**src/rtl/ghash_input_formatter.sv**
```systemverilog
// GHASH input formatter: pads and packs 128b blocks into N_BLOCKS-wide words,
// then appends the len(A)||len(C) block for the GHASH core.
module ghash_input_formatter #(
   parameter int unsigned NB_BLOCK      = 128,
   parameter int unsigned N_BLOCKS      = 2,
   parameter int unsigned LOG2_N_BLOCKS = 1,
   parameter int unsigned NB_DATA       = N_BLOCKS * NB_BLOCK
) (
   input  logic                i_clock,
   input  logic                i_reset_n,
   input  logic                i_start,
   input  logic                i_valid,
   output logic                o_ready,
   input  logic [NB_BLOCK-1:0] i_block,
   input  logic [4:0]          i_bytes,
   input  logic                i_is_aad,
   input  logic                i_eom,
   output logic [NB_DATA-1:0]  o_data_x_bus,
   output logic                o_valid,
   output logic                o_sop,
   output logic [N_BLOCKS-1:0] o_skip_bus,
   output logic                o_eop,
   output logic                o_err
);

   localparam int unsigned NB_BYTES = NB_BLOCK / 8;
   localparam int unsigned NB_CNT   = 64;
   localparam logic [LOG2_N_BLOCKS-1:0] LAST_LANE = LOG2_N_BLOCKS'(N_BLOCKS - 1);

   typedef enum logic [1:0] {
      ST_IDLE,
      ST_DATA,
      ST_LEN
   } state_t;

   state_t                   state, nxt_state;
   logic [LOG2_N_BLOCKS-1:0] ptr, nxt_ptr, len_lane;
   logic [NB_DATA-1:0]       pbuf, nxt_buf, nxt_data;
   logic [NB_CNT-1:0]        aad_bits, ct_bits, nxt_aad, nxt_ct;
   logic                     sop_pend, nxt_sop_pend;
   logic                     aad_phase, nxt_aad_phase;
   logic                     nxt_ready, nxt_valid, nxt_sop, nxt_eop, nxt_err;
   logic [N_BLOCKS-1:0]      nxt_skip;
   logic                     emit;
   logic [NB_BLOCK-1:0]      len_blk;

   // Saturated byte count, bit count and zero-padded block
   logic [4:0]          bytes_sat;
   logic [7:0]          blk_bits;
   logic [NB_BLOCK-1:0] keep_mask, masked;

   always_comb begin
      bytes_sat = (i_bytes > 5'(NB_BYTES)) ? 5'(NB_BYTES) : i_bytes;
      blk_bits  = {bytes_sat, 3'b000};
      keep_mask = (bytes_sat >= 5'(NB_BYTES)) ? {NB_BLOCK{1'b1}}
                                              : ~({NB_BLOCK{1'b1}} >> blk_bits);
      masked    = i_block & keep_mask;
   end

   // Next-state, packing and output decode
   always_comb begin
      nxt_state     = state;
      nxt_ptr       = ptr;
      nxt_buf       = pbuf;
      nxt_aad       = aad_bits;
      nxt_ct        = ct_bits;
      nxt_sop_pend  = sop_pend;
      nxt_aad_phase = aad_phase;
      nxt_data      = o_data_x_bus;
      nxt_valid     = 1'b0;
      nxt_sop       = 1'b0;
      nxt_eop       = 1'b0;
      nxt_err       = 1'b0;
      nxt_skip      = '0;
      emit          = 1'b0;
      len_lane      = ptr;
      len_blk       = '0;

      case (state)
         ST_IDLE: begin
            if (i_start) begin
               nxt_state     = ST_DATA;
               nxt_ptr       = '0;
               nxt_buf       = '0;
               nxt_aad       = '0;
               nxt_ct        = '0;
               nxt_sop_pend  = 1'b1;
               nxt_aad_phase = 1'b1;
            end
         end

         ST_DATA: begin
            if (i_valid) begin
               if ((i_is_aad && !aad_phase) || (bytes_sat == 5'd0 && !i_eom)) begin
                  nxt_err = 1'b1;
               end else begin
                  if (bytes_sat != 5'd0) begin
                     for (int unsigned k = 0; k < N_BLOCKS; k++) begin
                        if (LOG2_N_BLOCKS'(k) == ptr)
                           nxt_buf[k*NB_BLOCK +: NB_BLOCK] = masked;
                     end
                     if (i_is_aad) begin
                        nxt_aad = aad_bits + NB_CNT'(blk_bits);
                     end else begin
                        nxt_ct        = ct_bits + NB_CNT'(blk_bits);
                        nxt_aad_phase = 1'b0;
                     end
                     nxt_ptr = ptr + LOG2_N_BLOCKS'(1);
                  end
                  len_blk = {nxt_aad, nxt_ct};

                  if (bytes_sat != 5'd0 && ptr == LAST_LANE) begin
                     // word filled: emit it; length follows from LEN if this was eom
                     emit     = 1'b1;
                     nxt_data = nxt_buf;
                     if (i_eom)
                        nxt_state = ST_LEN;
                  end else if (i_eom) begin
                     // length fits in this word; lanes above it are skipped
                     emit     = 1'b1;
                     len_lane = nxt_ptr;
                     nxt_data = nxt_buf;
                     for (int unsigned k = 0; k < N_BLOCKS; k++) begin
                        if (LOG2_N_BLOCKS'(k) == len_lane) begin
                           nxt_data[k*NB_BLOCK +: NB_BLOCK] = len_blk;
                        end else if (LOG2_N_BLOCKS'(k) > len_lane) begin
                           nxt_data[k*NB_BLOCK +: NB_BLOCK] = '0;
                           nxt_skip[k]                      = 1'b1;
                        end
                     end
                     nxt_eop   = 1'b1;
                     nxt_state = ST_IDLE;
                  end
               end
            end
         end

         ST_LEN: begin
            emit                     = 1'b1;
            nxt_data                 = '0;
            nxt_data[NB_BLOCK-1:0]   = {aad_bits, ct_bits};
            nxt_skip                 = ~N_BLOCKS'(1);
            nxt_eop                  = 1'b1;
            nxt_state                = ST_IDLE;
         end

         default: nxt_state = ST_IDLE;
      endcase

      if (emit) begin
         nxt_valid    = 1'b1;
         nxt_sop      = sop_pend;
         nxt_sop_pend = 1'b0;
      end
      nxt_ready = (nxt_state == ST_DATA);
   end

   // State, datapath and registered outputs
   always_ff @(posedge i_clock) begin
      if (!i_reset_n) begin
         state        <= ST_IDLE;
         ptr          <= '0;
         pbuf         <= '0;
         aad_bits     <= '0;
         ct_bits      <= '0;
         sop_pend     <= 1'b0;
         aad_phase    <= 1'b0;
         o_ready      <= 1'b0;
         o_valid      <= 1'b0;
         o_sop        <= 1'b0;
         o_eop        <= 1'b0;
         o_err        <= 1'b0;
         o_skip_bus   <= '0;
         o_data_x_bus <= '0;
      end else begin
         state        <= nxt_state;
         ptr          <= nxt_ptr;
         pbuf         <= nxt_buf;
         aad_bits     <= nxt_aad;
         ct_bits      <= nxt_ct;
         sop_pend     <= nxt_sop_pend;
         aad_phase    <= nxt_aad_phase;
         o_ready      <= nxt_ready;
         o_valid      <= nxt_valid;
         o_sop        <= nxt_sop;
         o_eop        <= nxt_eop;
         o_err        <= nxt_err;
         o_skip_bus   <= nxt_skip;
         o_data_x_bus <= nxt_data;
      end
   end

endmodule

```
**config.mk**
```make
export PLATFORM = sky130hd
export DESIGN_NAME = ghash_input_formatter
export DESIGN_NICKNAME = d
export VERILOG_FILES = /design/src/rtl/ghash_input_formatter.sv
export SDC_FILE = /design/constraint.sdc
export NUM_CORES = 2
export LEC_CHECK = 0
export ABC_AREA = 1
export BUFFER_PORTS_ARGS = -buffer_cell sky130_fd_sc_hd__buf_2
export CELL_PAD_IN_SITES_DETAIL_PLACEMENT = 0
export CELL_PAD_IN_SITES_GLOBAL_PLACEMENT = 1
export CORE_ASPECT_RATIO = 0.9
export CORE_MARGIN = 4
export CORE_UTILIZATION = 45
export CTS_CLUSTER_DIAMETER = 120
export DETAILED_ROUTE_END_ITERATION = 8
export PLACE_DENSITY_LB_ADDON = 0.1
export RECOVER_POWER = 25
export SLEW_MARGIN = 40
export SYNTH_ARGS = -nofsm -noshare
export SYNTH_HDL_FRONTEND = slang
export SYNTH_SLANG_ARGS = --single-unit
```
**constraint.sdc**
```tcl
create_clock -name i_clock -period 3.6 [get_ports i_clock]
set_clock_uncertainty 0.05 [all_clocks]
set_input_delay 0.18 -clock i_clock [delete_from_list [all_inputs] [get_ports i_clock]]
set_output_delay 0.18 -clock i_clock [all_outputs]
set_load 0.02 [all_outputs]
```
==> results.md <==
* Outcome: completed
* Clock latency at the later pin of the worst-skew pair at between 0.6 and 0.7 ns
* FF-to-FF Start: aad_bits[11]
* Initial antenna violation count at 6
* DRC viols at 0
* Largest net degree at the start of global routing at roughly 190
* LEAKAGE at between 10 and 15 nW
* Drt wl/cell at around 21 µm
* CTS sink count at approximately 650
* Finished Layout Cells at approximately 6000
* Startpoint class of the critical path: register
* Setup-failing EPs final at 0
* Worst Max-Slew Pin Slew at around 0.88 ns
* RSZ-0062 raised after global routing: no
* Clock Tree Root: clkbuf_16
* Reg area at roughly 13000 µm²
* Post-synthesis sequential area ratio at 39.9%
* Drt initial violations at ~3400
* GR Util All Layers at 32.0%
* Drt pass-1 iters at 8
* Most used cell, CP: nand2_1
* Cells after Synth at about 4900
* Slew margin rel. at 41.4%
* Initial Util at 45.3%
* Slew Limit Fails at 0
* FFs w/ async S/R, synth at 0%
* Multi-input gate area at 17100 µm²
* IO Count at ~400
* Period utilisation layout at 83.5%
* Net Count, Synth at 5019
* Area delta synth->final at 17.7%
* Placed cell count at ~6000
* Top FF cell, synth: dfxtp_1
* Synthesized area at ~32000 µm²
* Crit Path Max Fanout at 6
* Clock buffer depth at 3
* Yosys cell types at between 50 and 60
* Hold violation count in the final report at 0
* Number of routed nets with antenna violations at 0
* HPWL after DPL at approximately 84 mm
* Area of the die at around 76000 µm²
* Path type of the worst setup path: reg -> reg
* Worst VDD drop at roughly 0.0003 V
* Die X at 291 µm
* CTS buffer count at ~70
* Crit-path max cell delay at ~0.47 ns
* Ys Warns at 0
* Nets at 5317
* Vias per inst at 5.60
* Syn avg cell area at 6.66 µm²
* Setup TNS at 0 ns
* Filler Cell Count at 7396
* Final WL at 129 mm
* Final Critical Period at approximately 3.0 ns
* Hold wc startpoint: i_block[36]
* Reg clk slew, reported paths at 0.06 ns
* Critical-path cell list: inv_1 -> nor3_1 -> inv_1 -> nor3_1 -> nand2_1 -> nand2_1 -> nand2_2 -> inv_2 -> nand2_1 -> xor2_1 -> o21ai_0 -> a21oi_1
* Vias in the first global route at about 31000
* Slowest CP cell: dfxtp_1
* Share of cells above drive strength 1 at between 8 and 9%
* Vias at approximately 35000
* Worst EP required at approximately 4.0 ns
* CTS tree: yes
* Site row count at 93
* Fmax at around 0.33 GHz
* H-tree levels at 3
* FF+latch count, synth at 645
* Setup crit end kind: register
* Power per cell area at between 400 and 500 nW/µm²
* Arrival time worst endpoint at between 3 and 4 ns
* Crit path from: aad_bits[11]
* Core ar. at approximately 71000 µm²
* Port Buf Inserts at 400
* Number of synthesized flops with an enable pin at 0
* First-pass GRT wire length at roughly 200 mm
* RD Place Congestion at approximately 0.95
* Hold/Removal Path Class: in -> reg
* GRT overflow at 0
* Die Y at approximately 260 µm
* Maxcap violations at 0
* Final hold slack at ~0.021 ns
## kinds of logic after synthesis
logic type / synth area share, %
AND/OR/NAND/NOR: 27.1
AO/OA/AOI/OAI: 22.7
flip-flops: 39.9
buffers and inverters: 7.43
XOR/XNOR: 2.30
adder cells (fa/ha/maj): 0.541
multiplexers: 0.0927
other: 0.0116
## critical path: cells and delay by family, from the launching register on
family	cells	cell delay (ns)
AOI/OAI and AO/OA	2	0.45
xor gates and xnor gates	1	0.21
and+or+nand+nor	6	1.30
DFF	1	0.47
buffers and inverters	3	0.37
## Yosys cell counts (all sizes together), types with 6 or more instances
cell,number,area [µm²]
a221oi,78,683
nand3,104,546
dfxtp,645,12900
nor4,17,106
clkbuf,242,910
a22oi,23,173
xor2,69,604
nand4,42,263
buf,101,473
ha,14,175
a21oi,627,3140
nor3,75,395
o22ai,23,144
a31oi,28,175
o21ai,473,2370
xnor2,16,140
nand2,1517,5740
a2bb2oi,56,490
inv,270,1020
or2,7,43.8
nor2,402,1600
o211ai,6,45.0
## state kept, by name, indices dropped and copies added, names as in the netlist
name,flops
o_data_x_bus,256
pbuf,256
aad_bits,61
ct_bits,61
state,2
aad_phase,1
o_eop,1
o_err,1
o_ready,1
o_skip_bus,1
o_sop,1
o_valid,1
ptr,1
sop_pend,1
## stage by stage
stage / util (%) / power (W) / worst slack [ns] / instance area [µm²]
2_1_floorplan: - / 0.00932 / 1.08 / 32400
3_3_place_gp: 49.1 / 0.0104 / 0.321 / 35100
3_5_place_dp: 49.2 / 0.0104 / 0.240 / 35100
4_1_cts: 53.7 / 0.0178 / 0.709 / 38300
5_1_grt: 53.3 / 0.0183 / 0.328 / 38100
6_report: 53.3 / 0.0178 / 0.595 / 38100
## cell usage in the layout, fill, tap and decap left out, types with 16 or more instances in the layout
master and count:
nor3_1 71, o21ai_0 441, dfxtp_1 644, o21ai_1 30
xor2_1 69, clkbuf_8 17, o22ai_1 23, nor2_1 380
buf_12 21, a2bb2oi_1 56, xnor2_1 16, inv_1 255
a221oi_1 78, nand4_1 42, a31oi_1 28, a21oi_1 626
clkbuf_16 73, buf_2 173, buf_4 58, a22oi_1 23
nor4_1 17, clkbuf_1 242, nand3_1 99, dlygate4sd3_1 87
nand2_1 1499
## where the power goes
group          internal (W)  switching [W]  total, W
clock               0.00430        0.00312   0.00742
combinational      0.000760        0.00200   0.00276
sequential          0.00738       0.000189   0.00757
## routing by layer
metal	global-route usage, %	routed length (µm)
met1	46.9	58700
met2	46.5	53900
met3	7.75	12600
met4	9.52	3770
met5	0	13
## final timing paths
| kind | endpoint | slack, ns | depth (start not counted) |
|---|---|---|---|
| max | o_data_x_bus[210] | 0.59 | 12 |
| min | pbuf[164] | 0.02 | 5 |
| max reg2reg | o_data_x_bus[210] | 0.59 | 12 |
| min reg2reg | pbuf[130] | 0.41 | 2 |
## repair_timing
item,4_1_cts,5_1_grt
setup endpoints to repair,0,0
endpoints found under the hold margin,160,0
resized for setup,0,0
hold buffers,87,0
setup buffers,0,0
## area by class of cell
| cell class | instances | share of cell area (%) |
|---|---|---|
| antenna | 4 | 0.0263 |
| clock buffer | 106 | 5.57 |
| clock inverter | 21 | 0.532 |
| inverter | 272 | 2.75 |
| multi-input combinational | 3606 | 44.9 |
| sequential | 645 | 33.9 |
| tap | 950 | 3.12 |
| timing repair buffer | 567 | 9.17 |
Note: power is estimated with default switching activity, not from simulation.
